`config.mk`:
```
export PLATFORM = sky130hd
export DESIGN_NAME = tage_index_gen_flat
export DESIGN_NICKNAME = d
export VERILOG_FILES = /design/src/rtl/tage_index_gen_if.sv /design/src/rtl/tage_index_gen.sv /design/src/flat_wrapper.sv
export SDC_FILE = /design/constraint.sdc
export NUM_CORES = 1
export LEC_CHECK = 0
export CORE_ASPECT_RATIO = 0.9
export CORE_UTILIZATION = 41
export DETAILED_ROUTE_END_ITERATION = 12
export MAX_ROUTING_LAYER = met4
export PLACE_DENSITY = 0.88
export REMOVE_ABC_BUFFERS = 1
export SETUP_SLACK_MARGIN = 0.4
export SLEW_MARGIN = 20
export SYNTH_ARGS = -nofsm -noshare
export SYNTH_HDL_FRONTEND = slang
export SYNTH_SLANG_ARGS = --single-unit
export TNS_END_PERCENT = 100
```
`constraint.sdc`:
```
create_clock -name clk_i -period 3.64 [get_ports clk_i]
set_input_delay 1.092 -clock clk_i [delete_from_list [all_inputs] [get_ports clk_i]]
set_output_delay 1.092 -clock clk_i [all_outputs]
set_load 0.1 [all_outputs]
```
`src/rtl/tage_index_gen_if.sv`:
```
// Fetch, history-push, redirect, predict and update signals between the
// fetch front end and one TAGE tagged-table index generator.
interface tage_index_gen_if #(
  parameter int INSTR_PER_FETCH = 4,
  parameter int ENTRIES         = 64,
  parameter int TAG_BITS        = 8,
  parameter int HIST_LEN        = 16,
  parameter int VADDR_WIDTH     = 32
);
  localparam int IDX_W = (ENTRIES > 1) ? $clog2(ENTRIES) : 1;

  logic                                     fetch_valid_i;
  logic [VADDR_WIDTH-1:0]                   fetch_pc_i;
  logic                                     push_valid_i;
  logic                                     push_taken_i;
  logic                                     redirect_valid_i;
  logic [HIST_LEN-1:0]                      redirect_ghr_i;
  logic                                     redirect_taken_i;
  logic                                     predict_valid_o;
  logic [INSTR_PER_FETCH-1:0][IDX_W-1:0]    predict_idx_o;
  logic [INSTR_PER_FETCH-1:0][TAG_BITS-1:0] predict_tag_o;
  logic [HIST_LEN-1:0]                      ghr_o;
  logic [VADDR_WIDTH-1:0]                   update_pc_i;
  logic [HIST_LEN-1:0]                      update_ghr_i;
  logic [IDX_W-1:0]                         update_idx_o;
  logic [TAG_BITS-1:0]                      update_tag_o;

  modport master (
    output fetch_valid_i, fetch_pc_i, push_valid_i, push_taken_i,
           redirect_valid_i, redirect_ghr_i, redirect_taken_i,
           update_pc_i, update_ghr_i,
    input  predict_valid_o, predict_idx_o, predict_tag_o, ghr_o,
           update_idx_o, update_tag_o
  );

  modport slave (
    input  fetch_valid_i, fetch_pc_i, push_valid_i, push_taken_i,
           redirect_valid_i, redirect_ghr_i, redirect_taken_i,
           update_pc_i, update_ghr_i,
    output predict_valid_o, predict_idx_o, predict_tag_o, ghr_o,
           update_idx_o, update_tag_o
  );
endinterface

```
`src/rtl/tage_index_gen.sv`:
```
// TAGE tagged-table index/tag generator: speculative GHR with incrementally
// folded histories, registered per-slot predict hash, combinational update hash.
module tage_index_gen #(
  parameter int INSTR_PER_FETCH = 4,
  parameter int ENTRIES         = 64,
  parameter int TAG_BITS        = 8,
  parameter int HIST_LEN        = 16,
  parameter int VADDR_WIDTH     = 32
) (
  input  logic             clk_i,
  input  logic             rst_i,
  tage_index_gen_if.slave  bus
);
  localparam int IDX_W = (ENTRIES > 1) ? $clog2(ENTRIES) : 1;
  localparam int FW    = (IDX_W > TAG_BITS) ? IDX_W : TAG_BITS;

  typedef logic [FW-1:0] fold_t;

  function automatic fold_t fold_w(input logic [HIST_LEN-1:0] h, input int w);
    fold_t r;
    r = '0;
    for (int j = 0; j < HIST_LEN; j++) begin
      r[j % w] = r[j % w] ^ h[j];
    end
    return r;
  endfunction

  // Rotate left within w bits, inject the new bit at 0 and cancel the bit
  // that just aged out of the history window.
  function automatic fold_t shift_w(input fold_t f, input int w, input logic b, input logic o);
    fold_t r;
    r = '0;
    for (int k = 0; k < FW; k++) begin
      if (k < w) begin
        r[k] = f[(k + w - 1) % w];
      end else begin
        r[k] = 1'b0;
      end
    end
    r[0]            = r[0] ^ b;
    r[HIST_LEN % w] = r[HIST_LEN % w] ^ o;
    return r;
  endfunction

  function automatic logic [IDX_W-1:0] hash_idx(input logic [VADDR_WIDTH-1:0] pc,
                                                input logic [IDX_W-1:0] fi);
    return pc[2 +: IDX_W] ^ fi;
  endfunction

  function automatic logic [TAG_BITS-1:0] hash_tag(input logic [VADDR_WIDTH-1:0] pc,
                                                   input logic [TAG_BITS-1:0] ft,
                                                   input logic [TAG_BITS-2:0] ft2);
    return pc[2+IDX_W +: TAG_BITS] ^ ft ^ {ft2, 1'b0};
  endfunction

  logic [HIST_LEN-1:0]                      ghr_r, ghr_n_s;
  logic [IDX_W-1:0]                         f_i_r, f_i_n_s;
  logic [TAG_BITS-1:0]                      f_t_r, f_t_n_s;
  logic [TAG_BITS-2:0]                      f_t2_r, f_t2_n_s;
  logic [VADDR_WIDTH-1:0]                   slot_pc_s [INSTR_PER_FETCH];
  logic [INSTR_PER_FETCH-1:0][IDX_W-1:0]    slot_idx_s, pred_idx_r;
  logic [INSTR_PER_FETCH-1:0][TAG_BITS-1:0] slot_tag_s, pred_tag_r;
  logic                                     pred_valid_r;

  // Next history and folds: redirect recomputes from scratch, push updates incrementally.
  always_comb begin
    ghr_n_s  = ghr_r;
    f_i_n_s  = f_i_r;
    f_t_n_s  = f_t_r;
    f_t2_n_s = f_t2_r;
    if (bus.redirect_valid_i) begin
      ghr_n_s  = {bus.redirect_ghr_i[HIST_LEN-2:0], bus.redirect_taken_i};
      f_i_n_s  = IDX_W'(fold_w(ghr_n_s, IDX_W));
      f_t_n_s  = TAG_BITS'(fold_w(ghr_n_s, TAG_BITS));
      f_t2_n_s = (TAG_BITS-1)'(fold_w(ghr_n_s, TAG_BITS - 1));
    end else if (bus.push_valid_i) begin
      ghr_n_s  = {ghr_r[HIST_LEN-2:0], bus.push_taken_i};
      f_i_n_s  = IDX_W'(shift_w(fold_t'(f_i_r), IDX_W, bus.push_taken_i, ghr_r[HIST_LEN-1]));
      f_t_n_s  = TAG_BITS'(shift_w(fold_t'(f_t_r), TAG_BITS, bus.push_taken_i, ghr_r[HIST_LEN-1]));
      f_t2_n_s = (TAG_BITS-1)'(shift_w(fold_t'(f_t2_r), TAG_BITS - 1, bus.push_taken_i,
                                       ghr_r[HIST_LEN-1]));
    end else begin
      ghr_n_s  = ghr_r;
    end
  end

  // Per-slot hash of the fetch block against the current (pre-update) folds.
  always_comb begin
    for (int i = 0; i < INSTR_PER_FETCH; i++) begin
      slot_pc_s[i]  = bus.fetch_pc_i + (VADDR_WIDTH'(i) << 2);
      slot_idx_s[i] = hash_idx(slot_pc_s[i], f_i_r);
      slot_tag_s[i] = hash_tag(slot_pc_s[i], f_t_r, f_t2_r);
    end
  end

  // History and folded-history state.
  always_ff @(posedge clk_i or posedge rst_i) begin
    if (rst_i) begin
      ghr_r  <= '0;
      f_i_r  <= '0;
      f_t_r  <= '0;
      f_t2_r <= '0;
    end else begin
      ghr_r  <= ghr_n_s;
      f_i_r  <= f_i_n_s;
      f_t_r  <= f_t_n_s;
      f_t2_r <= f_t2_n_s;
    end
  end

  // Predict output registers; a same-cycle redirect squashes valid only.
  always_ff @(posedge clk_i or posedge rst_i) begin
    if (rst_i) begin
      pred_valid_r <= 1'b0;
      pred_idx_r   <= '0;
      pred_tag_r   <= '0;
    end else begin
      pred_valid_r <= bus.fetch_valid_i & ~bus.redirect_valid_i;
      if (bus.fetch_valid_i) begin
        pred_idx_r <= slot_idx_s;
        pred_tag_r <= slot_tag_s;
      end
    end
  end

  assign bus.predict_valid_o = pred_valid_r;
  assign bus.predict_idx_o   = pred_idx_r;
  assign bus.predict_tag_o   = pred_tag_r;
  assign bus.ghr_o           = ghr_r;

  // Stateless update hash from the retiring branch's checkpointed history.
  assign bus.update_idx_o = hash_idx(bus.update_pc_i, IDX_W'(fold_w(bus.update_ghr_i, IDX_W)));
  assign bus.update_tag_o = hash_tag(bus.update_pc_i,
                                     TAG_BITS'(fold_w(bus.update_ghr_i, TAG_BITS)),
                                     (TAG_BITS-1)'(fold_w(bus.update_ghr_i, TAG_BITS - 1)));
endmodule

```
`src/flat_wrapper.sv`:
```
// flat-port wrapper written by rule: the top's interface ports become plain ports
module tage_index_gen_flat 
#(
  parameter int INSTR_PER_FETCH = 4,
  parameter int ENTRIES         = 64,
  parameter int TAG_BITS        = 8,
  parameter int HIST_LEN        = 16,
  parameter int VADDR_WIDTH     = 32
)
  (clk_i, rst_i, bus_fetch_valid_i, bus_fetch_pc_i, bus_push_valid_i, bus_push_taken_i, bus_redirect_valid_i, bus_redirect_ghr_i, bus_redirect_taken_i, bus_update_pc_i, bus_update_ghr_i, bus_predict_valid_o, bus_predict_idx_o, bus_predict_tag_o, bus_ghr_o, bus_update_idx_o, bus_update_tag_o);
  tage_index_gen_if #(.INSTR_PER_FETCH(INSTR_PER_FETCH), .ENTRIES(ENTRIES), .TAG_BITS(TAG_BITS), .HIST_LEN(HIST_LEN), .VADDR_WIDTH(VADDR_WIDTH)) bus_i ();
  input  logic clk_i;
  input  logic rst_i;
  input wire logic [$bits(bus_i.fetch_valid_i)-1:0] bus_fetch_valid_i;
  input wire logic [$bits(bus_i.fetch_pc_i)-1:0] bus_fetch_pc_i;
  input wire logic [$bits(bus_i.push_valid_i)-1:0] bus_push_valid_i;
  input wire logic [$bits(bus_i.push_taken_i)-1:0] bus_push_taken_i;
  input wire logic [$bits(bus_i.redirect_valid_i)-1:0] bus_redirect_valid_i;
  input wire logic [$bits(bus_i.redirect_ghr_i)-1:0] bus_redirect_ghr_i;
  input wire logic [$bits(bus_i.redirect_taken_i)-1:0] bus_redirect_taken_i;
  input wire logic [$bits(bus_i.update_pc_i)-1:0] bus_update_pc_i;
  input wire logic [$bits(bus_i.update_ghr_i)-1:0] bus_update_ghr_i;
  output wire logic [$bits(bus_i.predict_valid_o)-1:0] bus_predict_valid_o;
  output wire logic [$bits(bus_i.predict_idx_o)-1:0] bus_predict_idx_o;
  output wire logic [$bits(bus_i.predict_tag_o)-1:0] bus_predict_tag_o;
  output wire logic [$bits(bus_i.ghr_o)-1:0] bus_ghr_o;
  output wire logic [$bits(bus_i.update_idx_o)-1:0] bus_update_idx_o;
  output wire logic [$bits(bus_i.update_tag_o)-1:0] bus_update_tag_o;
  assign bus_i.fetch_valid_i = bus_fetch_valid_i;
  assign bus_i.fetch_pc_i = bus_fetch_pc_i;
  assign bus_i.push_valid_i = bus_push_valid_i;
  assign bus_i.push_taken_i = bus_push_taken_i;
  assign bus_i.redirect_valid_i = bus_redirect_valid_i;
  assign bus_i.redirect_ghr_i = bus_redirect_ghr_i;
  assign bus_i.redirect_taken_i = bus_redirect_taken_i;
  assign bus_i.update_pc_i = bus_update_pc_i;
  assign bus_i.update_ghr_i = bus_update_ghr_i;
  assign bus_predict_valid_o = bus_i.predict_valid_o;
  assign bus_predict_idx_o = bus_i.predict_idx_o;
  assign bus_predict_tag_o = bus_i.predict_tag_o;
  assign bus_ghr_o = bus_i.ghr_o;
  assign bus_update_idx_o = bus_i.update_idx_o;
  assign bus_update_tag_o = bus_i.update_tag_o;
  tage_index_gen #(.INSTR_PER_FETCH(INSTR_PER_FETCH), .ENTRIES(ENTRIES), .TAG_BITS(TAG_BITS), .HIST_LEN(HIST_LEN), .VADDR_WIDTH(VADDR_WIDTH)) u_core (.clk_i(clk_i), .rst_i(rst_i), .bus(bus_i));
endmodule
```
=== Word-level counts from Yosys, hierarchy flattened ===
Index checks and enable logic that the tools add are counted.

* Flip-flop bits (word level): 94
* Input bits: 103

* Bitwise operators: 77
* Muxes and demuxes: 18
* Reduce and logical (&&, ||, !) cells: 1
* $add $sub $neg: 3

{| class="wikitable"
|+ Operators with widths
! kind !! number
|-
| bitwise XOR 8 bit || 10
|-
| bitwise XOR 1 bit || 60
|-
| adder 16 x 4 -> 16 bit, second input constant || 2
|-
| two-way mux 16 bit || 2
|-
| bitwise XOR 6 bit || 5
|-
| adder 16 x 3 -> 16 bit, second input constant || 1
|-
| two-way mux 8 bit || 2
|-
| two-way mux 7 bit || 2
|-
| two-way mux 6 bit || 2
|-
| two-way mux 1 bit || 10
|-
| nonzero test 2 bit || 1
|-
| bitwise AND 1 bit || 1
|-
| NOT 1 bit || 1
|}

=== Logic depth before layout (Yosys ltp) ===
Gate-level depths: netlist (run 1).

* Word-level depth: 6
* Mapped depth: 6

=== Least setup slack after synthesis (run 1) ===
Ideal clock, no wire load.

* Kind: input-to-output
* From: in bus_update_ghr_i[10]
* To: out bus_update_tag_o[4]
* Arrival time: 3.019 ns
* Stages: 3
* Data required time: 2.548 ns
* Path slack: -0.471 ns
* Cell sequence: xnor2_1 > xnor2_1 > xnor2_1

* Longest elaborated chain between the ends: 2

{| class="wikitable"
|+ Ends and longest elaborated chain
! item !! RTL line !! source
|-
| from (decl) || flat_wrapper.sv:22 || <nowiki>input wire logic [$bits(bus_i.update_ghr_i)-1:0] bus_update_ghr_i;</nowiki>
|-
| bitwise XOR 1 bit || tage_index_gen.sv:23 || <nowiki>r[j % w] = r[j % w] ^ h[j];</nowiki>
|-
| bitwise XOR 8 bit || tage_index_gen.sv:53 || <nowiki>return pc[2+IDX_W +: TAG_BITS] ^ ft ^ {ft2, 1'b0};</nowiki>
|-
| to (decl) || flat_wrapper.sv:28 || <nowiki>output wire logic [$bits(bus_i.update_tag_o)-1:0] bus_update_tag_o;</nowiki>
|}

Every way passes these cells.

=== Worst setup path in the final report (run 1) ===
* From: in bus_update_pc_i[3]
* To: out bus_update_idx_o[1]

* Longest elaborated chain between the ends: 1

{| class="wikitable"
|+ Ends and longest elaborated chain
! item !! RTL line !! source
|-
| from (decl) || flat_wrapper.sv:21 || <nowiki>input wire logic [$bits(bus_i.update_pc_i)-1:0] bus_update_pc_i;</nowiki>
|-
| bitwise XOR 6 bit || tage_index_gen.sv:47 || <nowiki>return pc[2 +: IDX_W] ^ fi;</nowiki>
|-
| to (decl) || flat_wrapper.sv:27 || <nowiki>output wire logic [$bits(bus_i.update_idx_o)-1:0] bus_update_idx_o;</nowiki>
|}

Every way passes these cells.

==> results.sh, run 1 <==
export IMPL_synth_area_leader_cell="dfrtp_1"
export IMPL_fillers=974
export IMPL_clk_latency_ns=0.34
export IMPL_cts_max_level=3
export IMPL_netlist_area_um2=5136
export IMPL_via_count=4138
export IMPL_combPwrFrac_pct=56.9
export IMPL_die_w_um=120.0
export IMPL_p_leak_nw=3.327
export IMPL_swShare_pct=51.77
export IMPL_final_area_um2=7278
export IMPL_synth_distinct_cells=26
export IMPL_routedWlPerCell_um=16.26
export IMPL_drtAntennaViolNets=0
export IMPL_synth_top_area_share_pct=44.82
export IMPL_crit_required_ns=2.55
export IMPL_grt_ovfl_total=0
export IMPL_irDropWorstVdd_mv=0.2697
export IMPL_dp_hpwl_mm=9.890
export IMPL_ys_ff_latch=92
export IMPL_mostFrequentLayoutCells="92 x dfrtp_1, 79 x buf_4, 62 x xnor2_1"
export IMPL_drtPass1Iterations=4
export IMPL_nNetsFinal=764
export IMPL_maxSlewHeadroom_pct=29.48
export IMPL_synth_avg_cell_area_um2=10.03
export IMPL_final_common_cell="dfrtp_1"
export IMPL_wirelength_mm=13.37
export IMPL_period_minus_slack_ns=3.253
export IMPL_holdCritPathClass="reg -> reg"
export IMPL_drive_gt1_share_pct=26.44
export IMPL_status="complete, no violations"
export IMPL_tritoncts="yes"
export IMPL_numCtsBuffers=9
export IMPL_drt_met1_wl_mm=5.767
export IMPL_syn_instance_count=512
export IMPL_p_clk_share_pct=16.6
export IMPL_top_layer="met4"
export IMPL_ys_seq_area_share_pct=44.82
export IMPL_start_kind="input pin"
export IMPL_drc=0
export IMPL_gp_congestion=0.7934
export IMPL_ff2ff_path_depth=4
export IMPL_hold_violations=0
export IMPL_setup_viol_count_final=0
export IMPL_wl_met2_mm=6.745
export IMPL_ff_latch_area_um2=2302
export IMPL_cts_root_buf="clkbuf_16"
export IMPL_grt_max_degree=86
export IMPL_finalClockSkew_ns=0.01019
export IMPL_grt_pass1_vias=4142
export IMPL_syn2layout_area_growth_pct=41.71
export IMPL_power_density_nw_per_um2=727.4
export IMPL_grt_pass1_wl_mm=20.87
export IMPL_rows=38
export IMPL_groute_usage_overall_pct=21.41
export IMPL_fin_setup_tns_ns=0
export IMPL_crit_fanout=1
export IMPL_clk_pin_slew_ns=0.07
export IMPL_ys_warn_count=0
export IMPL_switching_power_w=0.002741
export IMPL_die_y_um=108.2
export IMPL_dpl_instance_area_um2=6765
export IMPL_worstPathArrival_ns=2.16
export IMPL_worst_slew_pin_slew_ns=1.058
export IMPL_wl_met3_um=539
export IMPL_hold_buffers=0
export IMPL_power_frac_seq_pct=26.5
export IMPL_hold_depth=1
export IMPL_finalMaxSlewViolations=0
export IMPL_intPower_w=0.002554
export IMPL_path_class="in -> out"
export IMPL_finalCritPeriodShare_pct=89.38
export IMPL_cts_max_path_buffers=2
export IMPL_hold_ws_ns=0.4957
export IMPL_cp_end_kind="output port"
export IMPL_fmaxAchievable_ghz=0.3074
export IMPL_drt_iter0_drc=296
export IMPL_synth_area_top_cells="dfrtp_1 45%, xnor2_1 14%, xor2_1 8.4%, mux2i_1 7.8%, o21ai_0 3.9%"
export IMPL_io_pins=190
export IMPL_grt_antenna_before_repair=0
export IMPL_via_per_inst=5.034
export IMPL_cts_sinks=92
export IMPL_start_util_pct=42.36
export IMPL_cap_violations=0
export IMPL_antenna_cells=0
export IMPL_numPortBuffers=152
export IMPL_die_area_um2=12980
export IMPL_rsz0062_at_grt="yes"
export IMPL_multi_input_area_um2=2863
export IMPL_core_um2=12120
what timing repair did:
item / in CTS / in global routing
resized for setup: 78 / 38
pin swaps: 25 / 24
setup buffers: 1 / 0
setup endpoints to repair: 14 / 12
registers in the layout (all words and copies together), names as in the netlist:
signal / flops
u_core.bus.ghr_o: 16
u_core.bus.predict_idx_o: 22
u_core.bus.predict_tag_o: 32
u_core.bus.predict_valid_o: 1
u_core.f_i_r: 6
u_core.f_t2_r: 7
u_core.f_t_r: 8
routing by layer:
layer / up-vias / global-route usage, %
li1: 1977 / -
met2: 124 / 34.77
met3: 24 / 4.061
met4: 0 / 7.768
met1: 2013 / 26.70
met5: - / -
cells by family after synthesis:
| kind of cell | count (synthesis) | synth area share (%) |
|---|---|---|
| compound gates | 75 | 7.454 |
| simple gates | 113 | 9.427 |
| xor+xnor | 134 | 23.14 |
| mux | 54 | 10.86 |
| buf+inv | 40 | 3.313 |
| fa+ha+maj | 4 | 0.9745 |
| flops | 92 | 44.82 |
stage by stage:
step	setup WS (ns)	total power (W)	cells	util [%]
finish	0.3865	0.005295	822	60.03
global route	0.3603	0.005485	822	60.03
CTS	0.3791	0.005291	822	59.18
detailed placement	0.01767	0.004343	805	55.80
global placement	0.05433	0.004294	805	55.80
floorplan	-0.4710	0.003544	485	-
power groups by stage:
| stage | Combinational [W] | Clock (W) | Sequential [W] |
|---|---|---|---|
| final | 0.00301 | 0.000877 | 0.00140 |
| after global routing | 0.00312 | 0.000932 | 0.00143 |
| after CTS | 0.00298 | 0.000902 | 0.00140 |
| after detailed placement | 0.00292 | 0 | 0.00142 |
| after global placement | 0.00289 | 0 | 0.00141 |
| after floorplan | 0.000778 | 0 | 0.00277 |
synth_stat cells:
master / number
dfrtp_1: 92
xnor2_1: 83
xor2_1: 49
nand2_1: 45
nor2_1: 42
mux2i_1: 40
o21ai_0: 40
a21oi_1: 32
mux2_2: 14
clkbuf_1: 13
inv_1: 13
nor3_1: 12
buf_2: 6
nand3_1: 5
buf_1: 4
ha_1: 4
nand4_1: 4
buf_4: 3
o21a_1: 3
nor4_1: 2
clkbuf_2: 1
nand3b_1: 1
nand4_4: 1
nor2b_1: 1
xnor2_2: 1
xor2_2: 1
worst max-delay path, stage by stage:
cell	delay, ns
clkdlybuf4s50_1	0.45
xnor2_2	0.24
xnor2_2	0.17
buf_12	0.20
final cells by class:
| type | instances | area share, % |
|---|---|---|
| clock inverters | 5 | 0.4813 |
| inverters | 13 | 0.6876 |
| well taps | 160 | 2.751 |
| repair buffers | 161 | 21.78 |
| flip-flops and latches | 92 | 31.63 |
| clock buffers | 11 | 3.335 |
| multi-input cells | 380 | 39.33 |
path summary, 6_finish.rpt:
| path | start | end | slack (ns) |
|---|---|---|---|
| setup / recovery | bus_update_pc_i[3] | bus_update_idx_o[1] | 0.39 |
| min in group asynchronous | rst_i | u_core.bus.ghr_o[9] | 1.04 |
| hold reg to reg | u_core.bus.predict_idx_o[1] | u_core.bus.predict_idx_o[1] | 0.50 |
| setup reg to reg | u_core.f_t2_r[2] | u_core.bus.predict_tag_o[11] | 2.07 |
| hold / removal | u_core.bus.predict_idx_o[1] | u_core.bus.predict_idx_o[1] | 0.50 |
| max in group asynchronous | rst_i | u_core.bus.predict_tag_o[9] | 1.88 |
No activity file was read; power rests on OpenSTA's default activity.
==> inputs of run 2 (changes only) <==
--- a/config.mk
+++ b/config.mk
@@ -5,7 +5,9 @@
 export SDC_FILE = /design/constraint.sdc
 export NUM_CORES = 1
 export LEC_CHECK = 0
+export ABC_CLOCK_PERIOD_IN_PS = 3640
 export CORE_ASPECT_RATIO = 0.9
+export CORE_MARGIN = 3
 export CORE_UTILIZATION = 41
 export DETAILED_ROUTE_END_ITERATION = 12
 export MAX_ROUTING_LAYER = met4
==> run 2 against run 1 <==
Routed wire length up 11%; total power grew 2.3%; cell area up 0.65%; via count increased by 3.1%; critical path depth unchanged; clock skew is 0.0014 ns lower; first-iteration DRC count decreased by 1.7%; combinational power rose by 1%; register-to-register slack worse by 0.08 ns; sequential power barely moved; setup slack got worse by 0.027 ns.
==> results.sh, run 2 (synthesized netlist as in run 1, its figures left out) <==
export IMPL_io_pins=190
export IMPL_cp_end_kind="output port"
export IMPL_hold_start="u_core.bus.predict_idx_o[1]"
export IMPL_largest_register_ff_count=32
export IMPL_groute_usage_overall_pct=22.01
export IMPL_grt_antenna_before_repair=0
export IMPL_crit_fanout=1
export IMPL_final_common_cell="dfrtp_1"
export IMPL_status="complete, no violations"
export IMPL_finalMaxSlewViolations=0
export IMPL_routedWlPerCell_um=18.08
export IMPL_dp_slack_ns=-0.02074
export IMPL_power_density_nw_per_um2=739.5
export IMPL_rows=38
export IMPL_start_kind="input pin"
export IMPL_numPortBuffers=152
export IMPL_cap_violations=0
export IMPL_intPower_w=0.002653
export IMPL_die_area_um2=13910
export IMPL_final_area_um2=7326
export IMPL_combPwrFrac_pct=56.4
export IMPL_irDropWorstVdd_mv=0.3710
export IMPL_mostFrequentLayoutCells="92 x dfrtp_1, 83 x buf_4, 64 x xnor2_1"
export IMPL_ff2ff_path_depth=4
export IMPL_via_count=4266
export IMPL_switching_power_w=0.002765
export IMPL_reg2reg_from="u_core.f_t2_r[6]"
export IMPL_drt_iter0_drc=291
export IMPL_rr_endpoint="u_core.bus.predict_tag_o[15]"
export IMPL_cts_sinks=92
export IMPL_finalClockSkew_ns=0.008798
export IMPL_syn2layout_area_growth_pct=42.63
export IMPL_path_class="in -> out"
export IMPL_drtAntennaViolNets=0
export IMPL_core_um2=12170
export IMPL_p_clk_share_pct=17.6
export IMPL_dpl_instance_area_um2=6753
export IMPL_nNetsFinal=765
export IMPL_ff2ff_setup_slack_ns=1.99
export IMPL_p_leak_nw=3.329
export IMPL_fin_ws_ns=0.3600
export IMPL_min_to="u_core.bus.predict_idx_o[1]"
export IMPL_cp_startpoint="bus_update_pc_i[5]"
export IMPL_fmaxAchievable_ghz=0.3049
export IMPL_grt_max_degree=76
export IMPL_cts_max_level=3
export IMPL_via_per_inst=5.183
export IMPL_gp_congestion=0.8627
export IMPL_die_y_um=112.2
export IMPL_worst_slew_pin_slew_ns=1.053
export IMPL_tritoncts="yes"
export IMPL_die_w_um=124.0
export IMPL_setup_viol_count_final=0
export IMPL_grt_pass1_vias=4434
export IMPL_clk_latency_ns=0.35
export IMPL_clk_pin_slew_ns=0.07
export IMPL_antenna_cells=0
export IMPL_grt_pass1_wl_mm=23.03
export IMPL_fin_setup_tns_ns=0
export IMPL_period_minus_slack_ns=3.280
export IMPL_finalCritPeriodShare_pct=90.11
export IMPL_swShare_pct=51.03
export IMPL_crit_required_ns=2.55
export IMPL_hold_ws_ns=0.4924
export IMPL_power_frac_seq_pct=26.1
export IMPL_worstPathArrival_ns=2.19
export IMPL_cts_max_path_buffers=2
export IMPL_wirelength_mm=14.88
export IMPL_grt_ovfl_total=0
export IMPL_numCtsBuffers=9
export IMPL_holdCritPathClass="reg -> reg"
export IMPL_maxSlewHeadroom_pct=29.78
export IMPL_dp_hpwl_mm=10.84
export IMPL_drive_gt1_share_pct=26.55
export IMPL_drtPass1Iterations=4
export IMPL_rsz0062_at_grt="yes"
export IMPL_cts_root_buf="clkbuf_16"
export IMPL_drc=0
export IMPL_hold_depth=1
export IMPL_hold_violations=0
export IMPL_start_util_pct=42.20
run 2: how the worst max path moves through the flow:
stage | to | cells after the start
floorplan | bus_update_tag_o[4] | 3
global placement | bus_update_tag_o[3] | 5
detailed placement | bus_update_tag_o[6] | 5
CTS | bus_update_tag_o[6] | 5
global route | bus_update_tag_o[4] | 5
finish | bus_update_idx_o[3] | 4
run 2: cell type report:
class / instances / area (um^2)
fillers: 977 / 4846
flip-flops and latches: 92 / 2302
clock inverters: 4 / 47.55
clock buffers: 12 / 256.5
repair buffers: 162 / 1580
inverters: 13 / 50.05
multi-input cells: 380 / 2889
well taps: 160 / 200.2
run 2: layer usage:
metal	global-route usage, %	up-vias	share of wire (%)	routed length, um
met3	4.383	42	5.0	738
met5	-	-	0	0
met1	25.93	2101	39	5844
li1	-	1984	-	-
met4	7.591	0	3.6	529
met2	37.41	139	52	7771
run 2: worst max-delay path, cell delays in order:
cell	delay [ns]
clkdlybuf4s50_1	0.45
xnor2_2	0.18
xnor2_2	0.24
buf_12	0.21
run 2: power groups by stage:
| stage | clock, W | combinational (W) | sequential (W) |
|---|---|---|---|
| floorplan | 0 | 0.000778 | 0.00277 |
| global placement | 0 | 0.00289 | 0.00141 |
| detailed placement | 0 | 0.00294 | 0.00142 |
| CTS | 0.000966 | 0.00303 | 0.00141 |
| global route | 0.00101 | 0.00316 | 0.00144 |
| finish | 0.000951 | 0.00305 | 0.00141 |
run 2: through the flow:
step	utilization [%]	total power, W	instances
after floorplan	-	0.003544	485
final	60.19	0.005417	823
after global placement	55.48	0.004296	805
after global routing	60.19	0.005614	823
after CTS	59.62	0.005404	822
after detailed placement	55.48	0.004360	805
run 2: timing repair:
item / CTS / global route
pin swaps: 34 / 26
resized for setup: 94 / 36
hold buffers: 0 / 0
setup buffers: 1 / 1
setup endpoints to repair: 14 / 11
